**src/rtl/alu_issue.sv**
```systemverilog
// Operand-issue stage for the RV32I ALU: decodes OP/OP-IMM, reads the register file, retires results.
// Define ALU_ISSUE_PERF_EN to add the perf_retired / perf_stall counter ports.
//
// state   | meaning
// S_IDLE  | nothing issued, ready for fetch
// S_ISSUE | operands presented to ALU, waiting for out_ready
// S_TRAP  | unsupported opcode accepted, waiting for trap_clear
module alu_issue #(
  parameter int XLEN  = 32,
  parameter int NREGS = 32
) (
  input  logic            clk,
  input  logic            resetn,
  input  logic            in_valid,
  output logic            in_ready,
  input  logic [31:0]     in_instr,
  output logic            out_valid,
  input  logic            out_ready,
  output logic [XLEN-1:0] alu_rs1,
  output logic [XLEN-1:0] alu_rs2,
  output logic            alu_is_reg,
  output logic [31:0]     alu_instr,
  output logic [2:0]      alu_funct3,
  output logic [6:0]      alu_funct7,
  input  logic [XLEN-1:0] alu_result,
  output logic            illegal,
  input  logic            trap_clear,
  input  logic [4:0]      dbg_addr,
  output logic [XLEN-1:0] dbg_data
`ifdef ALU_ISSUE_PERF_EN
  ,
  output logic [31:0]     perf_retired,
  output logic [31:0]     perf_stall
`endif
);

  typedef enum logic [1:0] {S_IDLE, S_ISSUE, S_TRAP} state_e;

  state_e          state_q, state_d;
  logic [31:0]     instr_q, instr_d;
  logic [XLEN-1:0] rs1_q, rs1_d, rs2_q, rs2_d;
  logic            out_valid_q, out_valid_d;
  logic            illegal_q, illegal_d;
  logic [XLEN-1:0] regs_q [NREGS];
  logic [XLEN-1:0] regs_d [NREGS];

  logic            accept, retire, legal;
  logic [4:0]      rd_ret, rs1_a, rs2_a;
  logic [XLEN-1:0] op1, op2;

  assign in_ready = (state_q == S_IDLE) || ((state_q == S_ISSUE) && out_ready);
  assign accept   = in_valid && in_ready;
  assign retire   = (state_q == S_ISSUE) && out_ready;
  assign legal    = (in_instr[6:0] == 7'b0110011) || (in_instr[6:0] == 7'b0010011);

  assign rd_ret = instr_q[11:7];
  assign rs1_a  = in_instr[19:15];
  assign rs2_a  = in_instr[24:20];

  // A result retiring this cycle is not yet in regs_q, so forward it.
  assign op1 = (rs1_a == 5'd0) ? '0 :
               (retire && (rs1_a == rd_ret)) ? alu_result : regs_q[rs1_a];
  assign op2 = (rs2_a == 5'd0) ? '0 :
               (retire && (rs2_a == rd_ret)) ? alu_result : regs_q[rs2_a];

  always_comb begin
    state_d = state_q;
    instr_d = instr_q;
    rs1_d   = rs1_q;
    rs2_d   = rs2_q;
    regs_d  = regs_q;
    if (retire && (rd_ret != 5'd0)) regs_d[rd_ret] = alu_result;
    regs_d[0] = '0;
    case (state_q)
      S_IDLE, S_ISSUE: begin
        if (accept) begin
          if (legal) begin
            state_d = S_ISSUE;
            instr_d = in_instr;
            rs1_d   = op1;
            rs2_d   = op2;
          end else begin
            state_d = S_TRAP;
          end
        end else if (retire) begin
          state_d = S_IDLE;
        end
      end
      S_TRAP:  if (trap_clear) state_d = S_IDLE;
      default: state_d = S_IDLE;
    endcase
    out_valid_d = (state_d == S_ISSUE);
    illegal_d   = (state_d == S_TRAP);
  end

  always_ff @(posedge clk or negedge resetn) begin
    if (!resetn) begin
      state_q     <= S_IDLE;
      instr_q     <= '0;
      rs1_q       <= '0;
      rs2_q       <= '0;
      out_valid_q <= 1'b0;
      illegal_q   <= 1'b0;
      for (int i = 0; i < NREGS; i++) regs_q[i] <= '0;
    end else begin
      state_q     <= state_d;
      instr_q     <= instr_d;
      rs1_q       <= rs1_d;
      rs2_q       <= rs2_d;
      out_valid_q <= out_valid_d;
      illegal_q   <= illegal_d;
      regs_q      <= regs_d;
    end
  end

  assign out_valid  = out_valid_q;
  assign illegal    = illegal_q;
  assign alu_rs1    = rs1_q;
  assign alu_rs2    = rs2_q;
  assign alu_instr  = instr_q;
  assign alu_is_reg = instr_q[5];
  assign alu_funct3 = instr_q[14:12];
  assign alu_funct7 = instr_q[31:25];
  assign dbg_data   = (dbg_addr == 5'd0) ? '0 : regs_q[dbg_addr];

`ifdef ALU_ISSUE_PERF_EN
  logic [31:0] perf_retired_q, perf_retired_d;
  logic [31:0] perf_stall_q, perf_stall_d;

  always_comb begin
    perf_retired_d = perf_retired_q + {31'd0, retire};
    perf_stall_d   = perf_stall_q + {31'd0, out_valid_q && !out_ready};
  end

  always_ff @(posedge clk or negedge resetn) begin
    if (!resetn) begin
      perf_retired_q <= '0;
      perf_stall_q   <= '0;
    end else begin
      perf_retired_q <= perf_retired_d;
      perf_stall_q   <= perf_stall_d;
    end
  end

  assign perf_retired = perf_retired_q;
  assign perf_stall   = perf_stall_q;
`endif

endmodule

```
**config.mk**
```make
export PLATFORM = sky130hd
export DESIGN_NAME = alu_issue
export DESIGN_NICKNAME = d
export VERILOG_FILES = /design/src/rtl/alu_issue.sv
export SDC_FILE = /design/constraint.sdc
export NUM_CORES = 2
export LEC_CHECK = 0
export CAP_MARGIN = 20
export CORE_ASPECT_RATIO = 2
export CORE_MARGIN = 5
export CORE_UTILIZATION = 35
export CTS_CLUSTER_DIAMETER = 100
export DETAILED_ROUTE_END_ITERATION = 12
export PLACE_DENSITY = 0.58
export SYNTH_ARGS = -nofsm -noshare
export SYNTH_HDL_FRONTEND = slang
export SYNTH_SLANG_ARGS = --single-unit
export TNS_END_PERCENT = 1
```
**constraint.sdc**
```tcl
create_clock -name clk -period 8.17 [get_ports clk]
set_input_delay 1.2255 -clock clk [delete_from_list [all_inputs] [get_ports clk]]
set_output_delay 1.2255 -clock clk [all_outputs]
set_load 0.03 [all_outputs]
```
# ---- Yosys cells after proc, flatten, opt, wreduce, memory -nomap -nowiden
# Cells that the tools add are included.
dict set report word_totals {
  register_bits 1092
  latch_bits 0
  ramBits 0
  rom_bits 0
  input_bits 74
  out_inout_bits 142
  n_memories 0
}
dict set report op_classes {
  addsub 0
  mul 0
  div_mod_pow 0
  magnitude_cmp 5
  n_eq_ne 8
  shift 0
  muxes 22
  bitwise_logic 4
  reduce_logical 15
}
# op n
set op_table {}
lappend op_table {{$bwmux 1024} 1}
lappend op_table {{$bmux 32 s5} 3}
lappend op_table {{$mux 32} 12}
lappend op_table {{$demux 32 s5} 1}
lappend op_table {{$ge 6x6->1 const B} 4}
lappend op_table {{$not 5->6} 4}
lappend op_table {{$logic_not 5->1} 3}
lappend op_table {{$eq 5x5->1} 2}
lappend op_table {{$mux 2} 4}
lappend op_table {{$eq 7x5->1 const B} 1}
lappend op_table {{$eq 7x6->1 const B} 1}
lappend op_table {{$logic_and 1x1->1} 6}
lappend op_table {{$lt 6x1->1 const B} 1}
lappend op_table {{$reduce_bool 5->1} 1}
lappend op_table {{$eq 2x1->1 const B} 2}
lappend op_table {{$eq 2x2->1 const B} 2}
lappend op_table {{$pmux 2 s2} 1}
lappend op_table {{$reduce_and 3->1} 1}
lappend op_table {{$logic_not 2->1} 1}
lappend op_table {{$logic_or 1x1->1} 2}
lappend op_table {{$reduce_or 2->1} 1}

# ---- Longest topological paths before layout
dict set report depth {
  depth_word 7
  mapped_depth 9
  ltp_nobuf 5
}

# ---- Least setup slack after synthesis
# Ideal clock, no wire load.
dict set report synth_timing {
  path_kind {input to output}
  from {input dbg_addr[0]}
  to {output dbg_data[25]}
  arrival_ns 3.251
  setup_slack_ns 3.694
  path_stages 5
  n_path_buf 2
  cell_sequence {buf_2 > buf_1 > mux4_2 > mux4_2 > mux2_2}
}
dict set report synth_via {
  elab_chain_len 5
  word_cells_on_any_way 6
}
# element line
set synth_lines {}
lappend synth_lines {{start: declaration} 28} ;# input logic [4:0] dbg_addr,
lappend synth_lines {{$not 5->6 (not written as such)} 124} ;# assign dbg_data = (dbg_addr == 5'd0) ? '0 : regs_q[dbg_addr];
lappend synth_lines {{$bmux 32 s5} 124}
lappend synth_lines {{$mux 32 (not written as such) (2 in a row)} 124}
lappend synth_lines {{$mux 32 *} 124}
lappend synth_lines {{end: declaration} 29} ;# output logic [XLEN-1:0] dbg_data
# Mark *: on every way between the ends. The rest lies on a longest branch, timed or not. The select of a mux whose other input is x is not followed.

# ---- Worst setup path after layout
dict set report layout_timing {
  from {input dbg_addr[0]}
  to {output dbg_data[12]}
}
# Same word-level chain as after synthesis.

==> impl_metrics.py <==
metrics = {
    "power": {
        "p_per_area_nw_per_um2": 161,
        "p_leak_uw": 0.0307,
        "peakVddDrop_uv": 144,
    },
    "min_path": {
        "hold_class": "reg2reg",
        "holdPathStages": 1,
    },
    "clocking": {
        "cts.repair.resized": 0,
        "clk_path_buf_depth": 3,
        "postCtsSetupRepairBufs": 0,
        "cts_sinks": 1092,
        "clock-root-buffer": "clkbuf_16",
        "hold_buffers": 0,
        "cts.clk_slew.worst_paths_ns": 0.07,
        "cts_tree": "yes",
        "htreeDepth": 3,
        "clkLatencyLatePin_ns": 0.71,
        "cts-buffers-inserted": 101,
    },
    "final_layout": {
        "drive_gt1_share_pct": 37.3,
        "final_area_um2": 72500,
        "final_nets": 4896,
        "area_growth_pct": 11.8,
    },
    "logic_synthesis": {
        "netlist_area_um2": 64800,
        "yosys-top-cells-count": "dfrtp_1, mux2_2, mux4_2",
        "synthDistinctLibCells": 54,
        "synth_top_area_cell": "dfrtp_1",
        "synth_edf_count": 0,
        "avgSynthCellArea_um2": 13.1,
        "synthCells": 4955,
        "synth_fp_nets": 5029,
        "synth_seq_cells": 1092,
        "synth_warnings": 0,
        "synthTopCellsByArea": "dfrtp_1, mux4_2, mux2_2",
        "synth-main-ff-cell": "dfrtp_1",
        "yosysSeqAreaShare_pct": 42.2,
        "synth.most_common_cell": "dfrtp_1",
        "async_flop_share_pct": 100,
        "synth_top_area_share_pct": 42.2,
    },
    "run_status": {
        "outcome": "completed",
    },
    "drt": {
        "dr.pass1.iters": 7,
        "post_drt_wl_per_cell_um": 33.9,
        "ant_nets": 0,
        "drcViolationCount": 0,
        "viasPerCell": 6.40,
        "drtIter0Drc": 5170,
        "drt_wl_total_mm": 250,
        "vias": 47241,
    },
    "grt": {
        "antenna_found_initial": 27,
        "overflow": 0,
        "grt_pass1_vias": 48883,
        "grt_max_degree": 171,
        "grt.total_usage_pct": 25.4,
        "grt_pass1_wl_mm": 362,
    },
    "setup_path": {
        "path_max_fanout": 89,
        "reg2reg_slack_ns": 4.27,
        "startpoint_type": "input port",
        "endpoint_kind": "output port",
        "reg2reg_depth": 6,
        "worstSetupPathType": "in2out",
        "cp_data_arrival_time_ns": 4.88,
        "required_ns": 6.94,
    },
    "die": {
        "die-area_um2": 194000,
        "ios": 216,
        "rows": 223,
        "die_w_um": 314,
        "core-area_um2": 184000,
        "initial_core_util_pct": 35.1,
        "die_h_um": 619,
    },
    "placed_design": {
        "numPortBuffers": 215,
        "place_area_um2": 69000,
        "dp_hpwl_mm": 144,
        "finalWeightedCongestion": 0.838,
        "dp_slack_ns": 2.02,
    },
    "sta": {
        "tightest_slew_ns": 1.20,
        "setup_violations": 0,
        "layout_min_cycle_time_ns": 6.11,
        "final-hold-violation-count": 0,
        "final.period_utilization_pct": 74.8,
        "skew_ns": 0.0368,
        "tns_ns": 0,
        "fmaxAchievable_mhz": 164,
        "layout_setup_ws_ns": 2.06,
        "grt_setup_unrepaired": "false",
        "drv_slew": 0,
        "slew_headroom_pct": 19.8,
        "whs_ns": 0.470,
    },
    "flow_run": {
        "max_cap_violations": 0,
    },
}
power by group:
part | switching [uW] | total [uW] | internal [uW]
clock | 2250 | 5140 | 2890
combinational | 730 | 1070 | 336
sequential | 42.0 | 5480 | 5440
total | 3020 | 11700 | 8660
kinds of logic (layout without fill, tap and decap cells):
group	after synthesis	in the layout	synth area share, %
AND/OR/NAND/NOR	793	793	4.95
XOR/XNOR	10	10	0.135
other	0	12	0
AO/OA/AOI/OAI	864	864	8.60
flip-flops	1092	1092	42.2
multiplexers	1594	1594	40.2
buffers and inverters	602	543	3.99
metrics by stage:
stage / utilization [%] / power [uW] / instances
global route: 39.3 / 12000 / 7374
CTS: 39.3 / 11800 / 7371
detailed placement: 37.4 / 6650 / 7194
floorplan: - / 6170 / 4955
finish: 39.3 / 11700 / 7383
global placement: 37.4 / 6640 / 7192
registers in the layout, indices dropped and copies added, names as in the netlist:
register   count
illegal        1
out_valid      1
state_q        2
alu_rs1       32
regs_q       992
alu_instr     32
alu_rs2       32
path summary, 6_finish.rpt:
kind / from / end
max: dbg_addr[0] / dbg_data[12]
min: alu_instr[0] / alu_instr[0]
max reg2reg: state_q[1] / regs_q[256]
min reg2reg: alu_instr[0] / alu_instr[0]
max in group asynchronous: resetn / regs_q[275]
min in group asynchronous: resetn / regs_q[329]
worst max-delay path, cell delays in order:
cell,delay (ns)
buf_8,0.70
buf_12,0.60
mux4_2,0.62
mux4_2,0.50
mux2_2,0.34
clkdlybuf4s50_1,0.62
placed cells by master (no fill, tap or decap), types with 4 or more instances in the layout:
| master | count |
|---|---|
| nor2b_4 | 8 |
| a21oi_1 | 18 |
| buf_8 | 7 |
| diode_2 | 12 |
| o2111ai_2 | 28 |
| mux2_1 | 4 |
| clkbuf_8 | 14 |
| buf_6 | 4 |
| o211ai_1 | 5 |
| nand3b_1 | 8 |
| a22o_1 | 43 |
| a221oi_1 | 34 |
| nor3b_1 | 5 |
| xor2_1 | 9 |
| clkinv_2 | 16 |
| buf_4 | 102 |
| a31oi_1 | 13 |
| mux2i_1 | 125 |
| nand3_1 | 31 |
| nor2_1 | 8 |
| a22oi_1 | 65 |
| nand2_1 | 675 |
| buf_12 | 12 |
| nand2b_1 | 6 |
| mux4_2 | 731 |
| clkdlybuf4s50_1 | 201 |
| clkbuf_16 | 104 |
| o21ai_0 | 525 |
| bufinv_16 | 14 |
| o221ai_1 | 17 |
| o2111ai_1 | 70 |
| nor2_4 | 12 |
| inv_1 | 37 |
| dfrtp_1 | 1092 |
| mux2_2 | 734 |
| a32oi_1 | 32 |
| nand2_4 | 10 |
| clkbuf_1 | 23 |
cell type report:
class / count / area [um2]
Fill cell: 17272 / 112000
Multi-Input combinational cell: 3261 / 35200
Sequential cell: 1092 / 27300
Timing Repair Buffer: 329 / 3210
Tap cell: 2475 / 3100
Clock buffer: 140 / 2870
Clock inverter: 37 / 581
Inverter: 37 / 139
Antenna cell: 12 / 30.0
routing by layer:
metal  GRT usage, %  part of all wire [%]  vias up
li1               -                     -    18773
met1           31.0                    36    24969
met2           40.8                    47     2618
met3           6.16                   9.1      855
met4           15.2                   7.6       26
met5              0                 0.068        -
Power figures use the tool's default switching activity.
